## src/rtl/boron_key_sched_param.sv

```systemverilog
// -----------------------------------------------------------------------------
// boron_key_sched_param
//
// Handshaked BORON round-key generator for 80- and 128-bit keys. Owns the
// round counter and streams the 64-bit round keys K0..K_ROUNDS to the round
// datapath under valid/ready flow control.
//
// Optional feature macro: BORON_KEY_RK_STORE_EN
//   Defined   : adds a (ROUNDS+1)x64 round-key store plus FILL/REPLAY states,
//               so rev_i=1 replays the schedule in reverse order (decryption).
//   Undefined : forward order only; a start with rev_i=1 is rejected with err_o.
//
// Parameters
//   KEY_W   : key size, 80 or 128
//   ROUNDS  : number of key updates, 1..31 (ROUNDS+1 round keys)
//
// Ports
//   clk_i       : clock, all state changes on the rising edge
//   rst_i       : synchronous active-high reset
//   key_in_i    : master key, sampled when start_i is accepted
//   start_i     : request a schedule (accepted only in IDLE)
//   rev_i       : sampled with start_i, 0 = forward, 1 = reverse
//   rk_ready_i  : consumer takes rk_o this cycle
//   rk_valid_o  : rk_o / rk_idx_o valid
//   rk_o        : 64-bit round key
//   rk_idx_o    : index of the key on rk_o
//   busy_o      : high in every state except IDLE
//   done_o      : one-cycle pulse when a schedule completes
//   err_o       : one-cycle pulse when a start is rejected
// -----------------------------------------------------------------------------
module boron_key_sched_param #(
  parameter int KEY_W  = 128,
  parameter int ROUNDS = 25
) (
  input  logic             clk_i,
  input  logic             rst_i,
  input  logic [KEY_W-1:0] key_in_i,
  input  logic             start_i,
  input  logic             rev_i,
  input  logic             rk_ready_i,
  output logic             rk_valid_o,
  output logic [63:0]      rk_o,
  output logic [4:0]       rk_idx_o,
  output logic             busy_o,
  output logic             done_o,
  output logic             err_o
);

  // Row geometry: 128-bit keys are four 32-bit rows, 80-bit keys five 16-bit
  // rows. The S-box layer covers the low quarter of each row's columns.
  localparam int RW   = (KEY_W == 80) ? 16 : 32;
  localparam int NR   = (KEY_W == 80) ? 5 : 4;
  localparam int NCOL = RW / 4;
  localparam logic [4:0] LAST = 5'(ROUNDS);

  if (!(KEY_W == 80 || KEY_W == 128)) begin : g_bad_key_w
    $error("boron_key_sched_param: KEY_W must be 80 or 128");
  end
  if (ROUNDS < 1 || ROUNDS > 31) begin : g_bad_rounds
    $error("boron_key_sched_param: ROUNDS must be in 1..31");
  end

`ifdef BORON_KEY_RK_STORE_EN
  typedef enum logic [1:0] {ST_IDLE, ST_FWD, ST_FILL, ST_REPLAY} state_t;
`else
  typedef enum logic [1:0] {ST_IDLE, ST_FWD} state_t;
`endif

  state_t             state_q;
  logic [KEY_W-1:0]   key_q;
  logic [4:0]         cnt_q;
  logic [63:0]        rk_q;
  logic               valid_q;
  logic               done_q;
  logic               err_q;

  function automatic logic [3:0] sbox(input logic [3:0] x);
    logic [3:0] y;
    case (x)
      4'h0: y = 4'hE;  4'h1: y = 4'h4;  4'h2: y = 4'hB;  4'h3: y = 4'h1;
      4'h4: y = 4'h7;  4'h5: y = 4'h9;  4'h6: y = 4'hC;  4'h7: y = 4'hA;
      4'h8: y = 4'hD;  4'h9: y = 4'h2;  4'hA: y = 4'h0;  4'hB: y = 4'hF;
      4'hC: y = 4'h8;  4'hD: y = 4'h5;  4'hE: y = 4'h3;  default: y = 4'h6;
    endcase
    return y;
  endfunction

  // Round key = low 16 bits of rows 0..3, row0 in the MSBs.
  function automatic logic [63:0] extract(input logic [KEY_W-1:0] k);
    return {k[KEY_W-RW+15 -: 16], k[KEY_W-2*RW+15 -: 16],
            k[KEY_W-3*RW+15 -: 16], k[KEY_W-4*RW+15 -: 16]};
  endfunction

  // ---------------------------------------------------------------------------
  // One key update applied to key_q, with round constant cnt_q+1.
  // ---------------------------------------------------------------------------
  logic [RW-1:0]    row     [NR];
  logic [RW-1:0]    sb      [NR];
  logic [RW-1:0]    nx      [NR];
  logic [3:0]       col_out [NCOL];
  logic [KEY_W-1:0] key_upd;
  logic [4:0]       rc;

  assign rc = cnt_q + 5'd1;

  always_comb begin
    for (int r = 0; r < NR; r++) begin
      row[r] = key_q[KEY_W-1-r*RW -: RW];
    end
  end

  // Column j is the nibble {row3[j], row2[j], row1[j], row0[j]}, row0 = LSB.
  for (genvar gi = 0; gi < NCOL; gi++) begin : g_col
    assign col_out[gi] = sbox({row[3][gi], row[2][gi], row[1][gi], row[0][gi]});
  end

  always_comb begin
    for (int r = 0; r < NR; r++) begin
      sb[r] = row[r];
    end
    for (int j = 0; j < NCOL; j++) begin
      for (int r = 0; r < 4; r++) begin
        sb[r][j] = col_out[j][r];
      end
    end
  end

  if (NR == 4) begin : g_mix128
    always_comb begin
      nx[0] = {sb[0][23:0], sb[0][31:24]} ^ sb[1] ^ {27'd0, rc};
      nx[1] = sb[2];
      nx[2] = {sb[2][15:0], sb[2][31:16]} ^ sb[3];
      nx[3] = sb[0];
    end
  end else begin : g_mix80
    always_comb begin
      nx[0] = {sb[0][7:0], sb[0][15:8]} ^ sb[1] ^ {11'd0, rc};
      nx[1] = sb[2];
      nx[2] = sb[3];
      nx[3] = {sb[3][3:0], sb[3][15:4]} ^ sb[4];
      nx[4] = sb[0];
    end
  end

  always_comb begin
    key_upd = '0;
    for (int r = 0; r < NR; r++) begin
      key_upd[KEY_W-1-r*RW -: RW] = nx[r];
    end
  end

  // ---------------------------------------------------------------------------
  // Control FSM with registered outputs.
  // ---------------------------------------------------------------------------
  always_ff @(posedge clk_i) begin
    if (rst_i) begin
      state_q <= ST_IDLE;
      key_q   <= '0;
      cnt_q   <= '0;
      rk_q    <= '0;
      valid_q <= 1'b0;
      done_q  <= 1'b0;
      err_q   <= 1'b0;
    end else begin
      done_q <= 1'b0;
      err_q  <= 1'b0;
      case (state_q)
        ST_IDLE: begin
          if (start_i) begin
            if (!rev_i) begin
              state_q <= ST_FWD;
              key_q   <= key_in_i;
              cnt_q   <= '0;
              rk_q    <= extract(key_in_i);
              valid_q <= 1'b1;
            end else begin
`ifdef BORON_KEY_RK_STORE_EN
              state_q <= ST_FILL;
              key_q   <= key_in_i;
              cnt_q   <= '0;
`else
              err_q   <= 1'b1;
`endif
            end
          end
        end
        ST_FWD: begin
          if (rk_ready_i) begin
            if (cnt_q == LAST) begin
              state_q <= ST_IDLE;
              valid_q <= 1'b0;
              done_q  <= 1'b1;
            end else begin
              key_q <= key_upd;
              rk_q  <= extract(key_upd);
              cnt_q <= cnt_q + 5'd1;
            end
          end
        end
`ifdef BORON_KEY_RK_STORE_EN
        // One store write per cycle; counter stays at LAST for the replay.
        ST_FILL: begin
          if (cnt_q == LAST) begin
            state_q <= ST_REPLAY;
          end else begin
            key_q <= key_upd;
            cnt_q <= cnt_q + 5'd1;
          end
        end
        // First REPLAY cycle (valid_q low) primes the registered store read.
        ST_REPLAY: begin
          if (!valid_q) begin
            valid_q <= 1'b1;
          end else if (rk_ready_i) begin
            if (cnt_q == 5'd0) begin
              state_q <= ST_IDLE;
              valid_q <= 1'b0;
              done_q  <= 1'b1;
            end else begin
              cnt_q <= cnt_q - 5'd1;
            end
          end
        end
`endif
        default: state_q <= ST_IDLE;
      endcase
    end
  end

`ifdef BORON_KEY_RK_STORE_EN
  // ---------------------------------------------------------------------------
  // Round-key store, registered read. The read address runs one step ahead
  // on a handshake so the next key is on rk_o in the following cycle.
  // ---------------------------------------------------------------------------
  logic [63:0] store [ROUNDS+1];
  logic [63:0] rd_q;
  logic [4:0]  raddr;

  always_comb begin
    raddr = cnt_q;
    if (state_q == ST_REPLAY && valid_q && rk_ready_i && cnt_q != 5'd0) begin
      raddr = cnt_q - 5'd1;
    end
  end

  always_ff @(posedge clk_i) begin
    if (state_q == ST_FILL) begin
      store[cnt_q] <= extract(key_q);
    end
    rd_q <= store[raddr];
  end

  assign rk_o = (state_q == ST_REPLAY) ? rd_q : rk_q;
`else
  assign rk_o = rk_q;
`endif

  assign rk_valid_o = valid_q;
  assign rk_idx_o   = cnt_q;
  assign busy_o     = (state_q != ST_IDLE);
  assign done_o     = done_q;
  assign err_o      = err_q;

endmodule
```

## config.mk

```make
export PLATFORM = sky130hd
export DESIGN_NAME = boron_key_sched_param
export DESIGN_NICKNAME = d
export VERILOG_FILES = /design/src/rtl/boron_key_sched_param.sv
export SDC_FILE = /design/constraint.sdc
export NUM_CORES = 1
export LEC_CHECK = 0
export CORE_UTILIZATION = 51
export CTS_CLUSTER_SIZE = 40
export DETAILED_ROUTE_END_ITERATION = 8
export PLACE_DENSITY = 0.83
export SLEW_MARGIN = 30
export SYNTH_ARGS = -nofsm -noshare
export SYNTH_HDL_FRONTEND = slang
export SYNTH_SLANG_ARGS = --single-unit
export TNS_END_PERCENT = 30
```

## constraint.sdc

```tcl
create_clock -name clk_i -period 3.7 [get_ports clk_i]
set_input_delay 1.11 -clock clk_i [delete_from_list [all_inputs] [get_ports clk_i]]
set_output_delay 1.11 -clock clk_i [all_outputs]
set_load 0.005 [all_outputs]
```

==> results.yml <==
synth:
  seq_area_frac_synth_pct: 36.1
  synthArstFlopShare_pct: 0
  synth_area_leaders: "dfxtp_1 (36%), mux2i_1 (8.6%), xnor2_1 (6.7%), buf_4 (5.6%), nand2_1 (5.2%)"
  yosysWarnings: 0
  syn_inst: 1037
  syn_area_um2: 9320
  avgSynthCellArea_um2: 8.98
  synth_edf_count: 0
  ys_types: 71
  syn_nets: 1188
  synth-seq-cells: 168
  synth_largest_area_cell: "dfxtp_1"
  synthFlopType: "dfxtp_1"
  synth_top_area_share_pct: 36.1
grt:
  globalRouteTotalUtil_pct: 28.1
  grt_max_degree: 96
  grt.overflow.total: 0
  grt_pass1_vias: 7310
  grt_pass1_wl_um: 39600
  antenna_found_initial: 2
sta:
  setup_viol: 0
  hold_violations: 0
  fmax_mhz: 302
  max-slew-margin-rel_pct: 46.4
  fin_setup_tns_ps: 0
  finalCritPeriodShare_pct: 89.4
  worst_pin_slew_ps: 804
  slew_violations: 0
  fin_crit_ps: 3310
  fin_skew_ps: 8.11
  rsz0062_at_grt: "false"
job:
  drv_cap: 0
routing:
  viasPerCell: 5.52
  wire_per_inst_um: 18.7
  wl_um: 26100
  via_count: 7722
  route.detailed.drc: 0
  drtIter0Drc: 553
  postRouteAntennaNets: 0
  drtPass1Iterations: 5
clock_network:
  cts_inserted_buffers: 17
  clk_latency_ps: 430
  path_clk_slew_ps: 70
  ctsHoldBuffers: 0
  cts-htree-levels: 4
  cts-root-buf: "clkbuf_16"
  cts_buffer_depth: 2
  cts_setup_buffers: 0
  cts_sinks: 168
  cts_resized: 0
  cts_tree: "built"
setup_path:
  criticalPathCategory: "in2reg"
  critPathArrivalTime_ps: 3600
  path_max_fanout: 7
  crit_path_start_kind: "input pin"
  cp_data_required_time_ps: 3990
  cp-end-kind: "flip-flop"
layout:
  areaGrowthSynthToFinish_pct: 24.7
  regArea_um2: 3370
  finalNetCount: 1304
  nFillCells: 1442
  final_area_um2: 11600
  drive_gt1_share_pct: 9.78
  final_cell_mix: "clkdlybuf4s50_1 (204), dfxtp_1 (167), nand2_1 (130)"
  post-route-util_pct: 64.9
  multi_input_area_um2: 4950
  final_common_cell: "clkdlybuf4s50_1"
placed_design:
  gp_congestion: 0.901
  portBuffers: 205
  placed_area_um2: 11000
  dp_hpwl_um: 19300
die:
  fp.dieH_um: 137
  ios: 206
  fp-row-count: 49
  core_um2: 17900
  die_area_um2: 18800
  start_util_pct: 52.0
  die_w_um: 137
power:
  vdd_drop_max_uv: 355
  leakage_nw: 4.20
  cellPowerDensity_nw_per_um2: 446
run_status:
  outcome: "finished clean"
hold_path:
  hp-class: "reg2reg"
state kept, by name (all words and copies together), names as in the netlist:
register,count
rk_valid_o,1
col_out,32
done_o,1
err_o,1
rk_idx_o,5
key_q,128
per-stage QoR:
stage               power, mW  std cells  setup slack, ps  hold WS [ps]
CTS                      5.19       1395              424           482
detailed placement       3.40       1363             79.6           474
global placement         3.37       1363              153           466
finish                   5.19       1398              391           482
global route             5.40       1396              243           513
floorplan                3.00       1037              448           445
final timing paths:
kind / startpoint / endpoint / slack [ps] / cells after the start
hold reg to reg: key_q[60] / key_q[60] / 480 / 2
setup reg to reg: rk_idx_o[1] / col_out[21] / 830 / 11
hold / removal: key_q[60] / key_q[60] / 480 / 2
setup / recovery: rk_ready_i / col_out[21] / 390 / 11
area by class of cell:
type	count	area share, %
antenna	3	0.0646
clock buffer	19	3.90
clock inverter	13	1.25
inverter	34	1.10
multi-input combinational	697	42.6
sequential	168	29.0
tap	229	2.47
timing repair buffer	235	19.7
worst max-delay path, stage by stage:
cell             delay (ps)
clkdlybuf4s50_1         470
and2_1                  280
a21oi_4                 140
a211oi_1                330
nor2_1                  120
nor2_1                  140
inv_1                    80
ha_1                    300
or3b_1                  370
a21oi_1                 180
a31oi_1                  60
cell usage after synthesis, types with 5 or more instances:
cell type / number
mux2_2: 8
buf_2: 30
xor2_1: 9
o21ai_1: 5
buf_6: 5
nor2_1: 87
dfxtp_1: 168
a211oi_1: 58
nor3_1: 9
nor2_2: 5
clkbuf_1: 26
buf_4: 69
nand2_1: 130
mux2i_1: 80
a21oi_1: 63
o21ai_0: 6
ha_1: 18
xnor2_1: 71
and2_1: 5
o211ai_1: 56
inv_1: 28
buf_1: 6
nand3_1: 9
kinds of logic (layout without fill, tap and decap cells):
group                    after synthesis  in the layout  synth area share, %
flip-flops                           168            168                 36.1
buffers and inverters                172            301                 10.8
multiplexers                          96             96                 11.0
AO/OA/AOI/OAI                        232            232                 18.6
other                                  0              3                    0
adder cells (fa/ha/maj)               18             18                 2.42
XOR/XNOR                              84             84                 8.51
AND/OR/NAND/NOR                      267            267                 12.6
per-layer routing:
layer | up-vias | track usage (%) | wire, um
met5 | - | 0 | 0
met4 | 0 | 9.89 | 493
met3 | 34 | 4.85 | 1750
met2 | 275 | 45.3 | 12300
met1 | 3640 | 37.8 | 11600
li1 | 3773 | - | -
power breakdown:
group | internal (mW) | switching [mW] | total [mW]
Clock | 1.04 | 0.773 | 1.81
Combinational | 0.630 | 0.562 | 1.19
Sequential | 2.00 | 0.186 | 2.19
Total | 3.67 | 1.52 | 5.19
No activity file was read; power rests on OpenSTA's default activity.
